File: config.mk
export PLATFORM = sky130hd
export DESIGN_NAME = regfile_dump_flat
export DESIGN_NICKNAME = d
export VERILOG_FILES = /design/src/rtl/regfile_pkg.sv /design/src/rtl/regfile_dump_if.sv /design/src/rtl/regfile_dump.sv /design/src/flat_wrapper.sv
export SDC_FILE = /design/constraint.sdc
export NUM_CORES = 1
export LEC_CHECK = 0
export ABC_AREA = 1
export CAP_MARGIN = 20
export CORE_UTILIZATION = 40
export CTS_BUF_LIST = sky130_fd_sc_hd__clkbuf_8
export DETAILED_ROUTE_END_ITERATION = 6
export HOLD_SLACK_MARGIN = 0.15
export MAX_ROUTING_LAYER = met4
export PLACE_DENSITY_LB_ADDON = 0.05
export SLEW_MARGIN = 30
export SYNTH_ARGS = -nofsm -noshare
export SYNTH_HDL_FRONTEND = slang
export SYNTH_SLANG_ARGS = --single-unit
File: constraint.sdc
create_clock -name clk -period 3.8 [get_ports clk]
set_input_delay 1.14 -clock clk [delete_from_list [all_inputs] [get_ports clk]]
set_output_delay 1.14 -clock clk [all_outputs]
set_load 0.1 [all_outputs]
File: src/rtl/regfile_pkg.sv
// -----------------------------------------------------------------------------
// regfile_pkg
// Shared definitions for the register file and its debug read-out engine.
//   XLEN         register data width
//   REG_COUNT    number of architectural registers (x0..x31)
//   dump_state_t states of the regfile_dump walker
// -----------------------------------------------------------------------------
package regfile_pkg;

   localparam int XLEN      = 32;
   localparam int REG_COUNT = 32;

   typedef enum logic [1:0] {
      IDLE = 2'd0,
      READ = 2'd1,
      SEND = 2'd2,
      DONE = 2'd3
   } dump_state_t;

endpackage : regfile_pkg

File: src/rtl/regfile_dump_if.sv
// -----------------------------------------------------------------------------
// regfile_dump_if
// Bundles the dump engine's control, register-file read port and output stream.
//   start      request a dump (consumer -> engine)
//   rs/rdata   register-file read port (address out, combinational data in)
//   out_*      valid/ready beat stream carrying (address, data) pairs
//   busy/done  dump in progress / single-cycle completion pulse
// master: the dump engine.  slave: the register file / consumer side.
// -----------------------------------------------------------------------------
interface regfile_dump_if #(
   parameter int AW   = 5,
   parameter int XLEN = regfile_pkg::XLEN
) ();

   logic            start;
   logic [AW-1:0]   rs;
   logic [XLEN-1:0] rdata;
   logic            out_valid;
   logic            out_ready;
   logic [AW-1:0]   out_addr;
   logic [XLEN-1:0] out_data;
   logic            busy;
   logic            done;

   modport master (
      input  start, rdata, out_ready,
      output rs, out_valid, out_addr, out_data, busy, done
   );

   modport slave (
      output start, rdata, out_ready,
      input  rs, out_valid, out_addr, out_data, busy, done
   );

endinterface : regfile_dump_if

File: src/rtl/regfile_dump.sv
// -----------------------------------------------------------------------------
// regfile_dump
// Debug read-out engine: on start, walks the register-file read port from x0
// to x(REG_COUNT-1) and streams each (address, data) pair over valid/ready.
// Ports:
//   clk   rising-edge clock
//   rst   asynchronous active-high reset
//   bus   regfile_dump_if.master (start, rs/rdata, out_*, busy, done)
// Every output comes straight from a flop; nothing combinational reaches an
// output from out_ready or rdata.
// -----------------------------------------------------------------------------
module regfile_dump #(
   parameter int REG_COUNT = regfile_pkg::REG_COUNT,
   parameter int AW        = $clog2(REG_COUNT),
   parameter int XLEN      = regfile_pkg::XLEN
) (
   input  logic           clk,
   input  logic           rst,
   regfile_dump_if.master bus
);

   import regfile_pkg::*;

   localparam logic [AW-1:0] LAST_ADDR = AW'(REG_COUNT - 1);

   dump_state_t     state_q, state_d;
   logic [AW-1:0]   rs_q, rs_d;
   logic            valid_q, valid_d;
   logic [AW-1:0]   addr_q, addr_d;
   logic [XLEN-1:0] data_q, data_d;
   logic            busy_q, busy_d;
   logic            done_q, done_d;

   // NOTE: sequential state uses non-blocking assignments only, so every flop
   // samples the pre-edge value of its neighbours regardless of process order.
   always_ff @(posedge clk or posedge rst) begin
      if (rst) begin
         state_q <= IDLE;
         rs_q    <= '0;
         valid_q <= 1'b0;
         addr_q  <= '0;
         data_q  <= '0;
         busy_q  <= 1'b0;
         done_q  <= 1'b0;
      end else begin
         state_q <= state_d;
         rs_q    <= rs_d;
         valid_q <= valid_d;
         addr_q  <= addr_d;
         data_q  <= data_d;
         busy_q  <= busy_d;
         done_q  <= done_d;
      end
   end

   // NOTE: every variable gets its hold value first so that no path through
   // the case statement leaves one unassigned (which would infer a latch).
   always_comb begin
      state_d = state_q;
      rs_d    = rs_q;
      valid_d = valid_q;
      addr_d  = addr_q;
      data_d  = data_q;

      unique case (state_q)
         IDLE: begin
            if (bus.start) begin
               state_d = READ;
               rs_d    = '0;
            end
         end
         READ: begin
            // rdata answers rs in the same cycle; this snapshot is the beat,
            // so later writes to the register cannot disturb it.
            state_d = SEND;
            data_d  = bus.rdata;
            addr_d  = rs_q;
            valid_d = 1'b1;
         end
         SEND: begin
            if (valid_q && bus.out_ready) begin
               valid_d = 1'b0;
               if (addr_q == LAST_ADDR) begin
                  state_d = DONE;
               end else begin
                  rs_d    = rs_q + AW'(1);
                  state_d = READ;
               end
            end
         end
         DONE: begin
            state_d = IDLE;
         end
         default: begin
            state_d = IDLE;
         end
      endcase

      // busy/done are decoded from the next state so they can be registered
      // and still line up with the state they describe.
      busy_d = (state_d != IDLE);
      done_d = (state_d == DONE);
   end

   assign bus.rs        = rs_q;
   assign bus.out_valid = valid_q;
   assign bus.out_addr  = addr_q;
   assign bus.out_data  = data_q;
   assign bus.busy      = busy_q;
   assign bus.done      = done_q;

endmodule : regfile_dump

File: src/flat_wrapper.sv
// flat-port wrapper written by rule: the top's interface ports become plain ports
module regfile_dump_flat import regfile_pkg::*;
#(
   parameter int REG_COUNT = regfile_pkg::REG_COUNT,
   parameter int AW        = $clog2(REG_COUNT),
   parameter int XLEN      = regfile_pkg::XLEN
)
  (clk, rst, bus_start, bus_rdata, bus_out_ready, bus_rs, bus_out_valid, bus_out_addr, bus_out_data, bus_busy, bus_done);
  regfile_dump_if #(.AW(AW), .XLEN(XLEN)) bus_i ();
  input  logic clk;
  input  logic rst;
  input wire logic [$bits(bus_i.start)-1:0] bus_start;
  input wire logic [$bits(bus_i.rdata)-1:0] bus_rdata;
  input wire logic [$bits(bus_i.out_ready)-1:0] bus_out_ready;
  output wire logic [$bits(bus_i.rs)-1:0] bus_rs;
  output wire logic [$bits(bus_i.out_valid)-1:0] bus_out_valid;
  output wire logic [$bits(bus_i.out_addr)-1:0] bus_out_addr;
  output wire logic [$bits(bus_i.out_data)-1:0] bus_out_data;
  output wire logic [$bits(bus_i.busy)-1:0] bus_busy;
  output wire logic [$bits(bus_i.done)-1:0] bus_done;
  assign bus_i.start = bus_start;
  assign bus_i.rdata = bus_rdata;
  assign bus_i.out_ready = bus_out_ready;
  assign bus_rs = bus_i.rs;
  assign bus_out_valid = bus_i.out_valid;
  assign bus_out_addr = bus_i.out_addr;
  assign bus_out_data = bus_i.out_data;
  assign bus_busy = bus_i.busy;
  assign bus_done = bus_i.done;
  regfile_dump #(.REG_COUNT(REG_COUNT), .AW(AW), .XLEN(XLEN)) u_core (.clk(clk), .rst(rst), .bus(bus_i));
endmodule
# After elaboration in Yosys (flattened, before gate mapping)
# Index checks and enable logic that the tools add are counted.
[word_totals] wordCells=33 ff_bits=47 inputBits=36
[classes] n_eq_ne=8 n_addsub=1 muxes=10 n_reduce_logical=7
[op_table] operator="$mux W5" count=3
[op_table] operator="$pmux W5 S2" count=1
[op_table] operator="$pmux W2 S4" count=1
[op_table] operator="$eq A2 B2 Y1 const B" count=3
[op_table] operator="$mux W2" count=3
[op_table] operator="$reduce_bool A2 Y1" count=3
[op_table] operator="$add A5 B1 Y5 const B" count=1
[op_table] operator="$eq A5 B5 Y1 const B" count=1
[op_table] operator="$ne A2 B2 Y1 const B" count=2
[op_table] operator="$reduce_and A4 Y1" count=1
[op_table] operator="$eq A2 B1 Y1 const B" count=1
[op_table] operator="$logic_not A2 Y1" count=1
[op_table] operator="$ne A2 B1 Y1 const B" count=1
[op_table] operator="$pmux W1 S2" count=1
[op_table] operator="$reduce_and A2 Y1" count=1
[op_table] operator="$logic_and A1 B1 Y1" count=1
[op_table] operator="$mux W1" count=1

# Logic depth before layout (Yosys ltp)
[logic_depth] ltp_word=5 depth_mapped=7 mapped_depth_nobuf=7

# Worst setup path after synthesis
# No wires, ideal clock.
[synth_path] path_type="flip-flop to output port" from="register u_core.rs_q[0], in the netlist u_core.bus.rs[0]" to="output bus_rs[0]" stages_incl_launch_ff=1 slack_ns=1.687 required_ns=2.660 arrival_ns=0.973 cell_sequence="dfrtp_1"
[synth_lines] element="start, declared" line_no="regfile_dump.sv:27" rtl="logic [AW-1:0] rs_q, rs_d;"
[synth_lines] element="start signal, assigned" line_no="regfile_dump.sv:47" rtl="rs_q <= rs_d;"
[synth_lines] element="end, declared" line_no="flat_wrapper.sv:15" rtl="output wire logic [$bits(bus_i.rs)-1:0] bus_rs;"
# No word-level cell between the ends.

# Worst setup path in the final report
[layout_path] from="register u_core.rs_q[2], in the netlist u_core.bus.rs[2]" to="output bus_rs[2]"
# No word-level cell between the ends.

==> metrics.yaml <==
outcome:
  status: "completed"
synthesis:
  ys_warn_count: 0
  ys_types: 18
  netlist_instances: 148
  yosysSeqAreaShare_pct: 58.3
  ys_seq_elements: 47
  syn_area_um2: 2020
  syn_avg_cell_area_um2: 13.6
  syn_nets: 185
routing:
  vias: 1382
  ant_nets: 0
  routed_via_density: 4.62
  drc: 0
  drtIter0Drc: 46
  post_drt_wl_per_cell_um: 14.2
  dr.pass1.iters: 4
  drt-total-wl_um: 4250
floorplanning:
  die_h_um: 73.0
  pin_count: 81
  initial_core_util_pct: 42.1
  coreArea_um2: 4790
  rows: 25
  die_w_um: 73.0
  dieArea_um2: 5330
global_route:
  grt_overflow: 0
  grt_max_degree: 48
  grt_antenna_before_repair: 0
  track_usage_pct: 17.0
  grt_pass1_vias: 1404
  grt_pass1_wl_um: 6600
clocking:
  post_cts_buffers: 0
  holdBufCountCts: 0
  cts_tree: "done"
  root_buffer: "clkbuf_8"
  cts_buffer_depth: 2
  numCtsBuffers: 5
  clk_latency_ns: 0.29
  cts_resized: 0
  path_clk_slew_ns: 0.08
  htreeDepth: 2
  cts_num_sinks: 47
layout:
  drive_above_1_share_pct: 40.5
  num-nets-final: 268
  seq_area_um2: 1180
  fillerInstances: 407
  n_antenna_cell: 0
  multi_input_area_um2: 759
  area_growth_pct: 41.2
  design_area_um2: 2850
  post-route-util_pct: 59.5
timing:
  fmax_mhz: 438
  maxSlewViolCount: 0
  maxSlewHeadroom_pct: 47.5
  hold_viol: 0
  min_period_ns: 2.29
  setup_tns_ns: 0
  timing.hold.ws_ns: 0.513
  period_share_pct: 60.1
  clock_skew_ns: 0.00521
  rsz0062_at_grt: "no"
  setup_viol: 0
  tightest_slew_ns: 0.787
setup_path:
  cp_max_fo: 8
  end_kind: "primary output"
  critPathMaxStageDelay_ns: 0.51
  start_kind: "register"
  crit_arrival_ns: 1.15
  rrSetupSlack_ns: 1.96
  crit_slowest_cell: "dfrtp_1"
  critPathRequiredTime_ns: 2.66
  cp_top_family: "flip-flops"
  crit_chain: "buf_4"
  worstSetupPathType: "reg2out"
  path_buf_inv: 1
placed_design:
  gp_congestion: 0.806
  dpl_cell_area_um2: 2750
  dp_hpwl_um: 3100
  io_buffers: 80
flow_run:
  drv_cap: 0
hold_path:
  min_path_type: "reg2reg"
[placed cells by master (no fill, tap or decap), drive strengths merged]
cell type	synthesis	final
buf	4	46
clkbuf	1	7
clkdlybuf4s50	0	35
clkinv	0	1
dfrtp	47	47
ha	1	1
inv	8	8
mux2	35	35
nand2	31	31
nand3	8	8
nand3b	1	1
nand4	2	2
nor2	6	6
o21ai	3	3
xnor2	1	1
[cells in the mapped netlist, drive strengths merged]
cell type	n	area [um^2]
dfrtp	47	1180
mux2	35	514
nand2	31	124
inv	8	30.0
nand3	8	40.0
nor2	6	25.0
buf	4	45.0
o21ai	3	15.0
nand4	2	12.5
clkbuf	1	5.00
ha	1	12.5
nand3b	1	7.51
xnor2	1	8.76
[cell families after synthesis]
logic type	Yosys count	synth area share (%)
AND/OR/NAND/NOR	48	10.4
flip-flops	47	58.3
multiplexers	35	25.5
buffers and inverters	13	3.97
AO/OA/AOI/OAI	3	0.745
XOR/XNOR	1	0.435
adder cells (fa/ha/maj)	1	0.621
[layout make-up]
class	count	share of cell area [%]
clock buffer	7	3.38
clock inverter	1	0.132
inverter	8	1.10
multi-input combinational	88	26.7
sequential	47	41.3
tap	67	2.95
timing repair buffer	81	24.4
[registers in the layout, summed over array words and instances (netlist names)]
signal,flops
u_core.bus.done,1
u_core.bus.out_valid,1
u_core.bus.out_addr,5
u_core.bus.rs,5
u_core.bus.busy,1
u_core.bus.out_data,32
u_core.state_q,2
[routing by layer]
metal  track usage, %  share of wire (%)  vias to the layer above  routed length (um)
met5                -                  0                        -                   0
met3             4.97                5.3                        4                 225
met2             27.0                 50                       49                2110
met1             21.6                 44                      676                1880
met4             3.92               0.73                        0                  31
li1                 -                  -                      653                   -
[final timing paths]
path	from	to	depth (start not counted)
setup / recovery	u_core.bus.rs[2]	bus_rs[2]	1
hold / removal	u_core.bus.out_data[11]	u_core.bus.out_data[11]	1
setup reg to reg	u_core.state_q[0]	u_core.bus.out_addr[0]	3
hold reg to reg	u_core.bus.out_data[11]	u_core.bus.out_data[11]	1
max in group asynchronous	rst	u_core.bus.out_addr[0]	2
min in group asynchronous	rst	u_core.bus.out_data[25]	2
[through the flow]
step           worst slack (ns)  instances
2_1_floorplan              1.54        148
3_3_place_gp               1.46        291
3_5_place_dp               1.43        291
4_1_cts                    1.50        299
5_1_grt                    1.45        299
6_report                   1.51        299
Power is not shown: default switching activity piles up to over one toggle a cycle in this logic, so the estimate is an artifact.
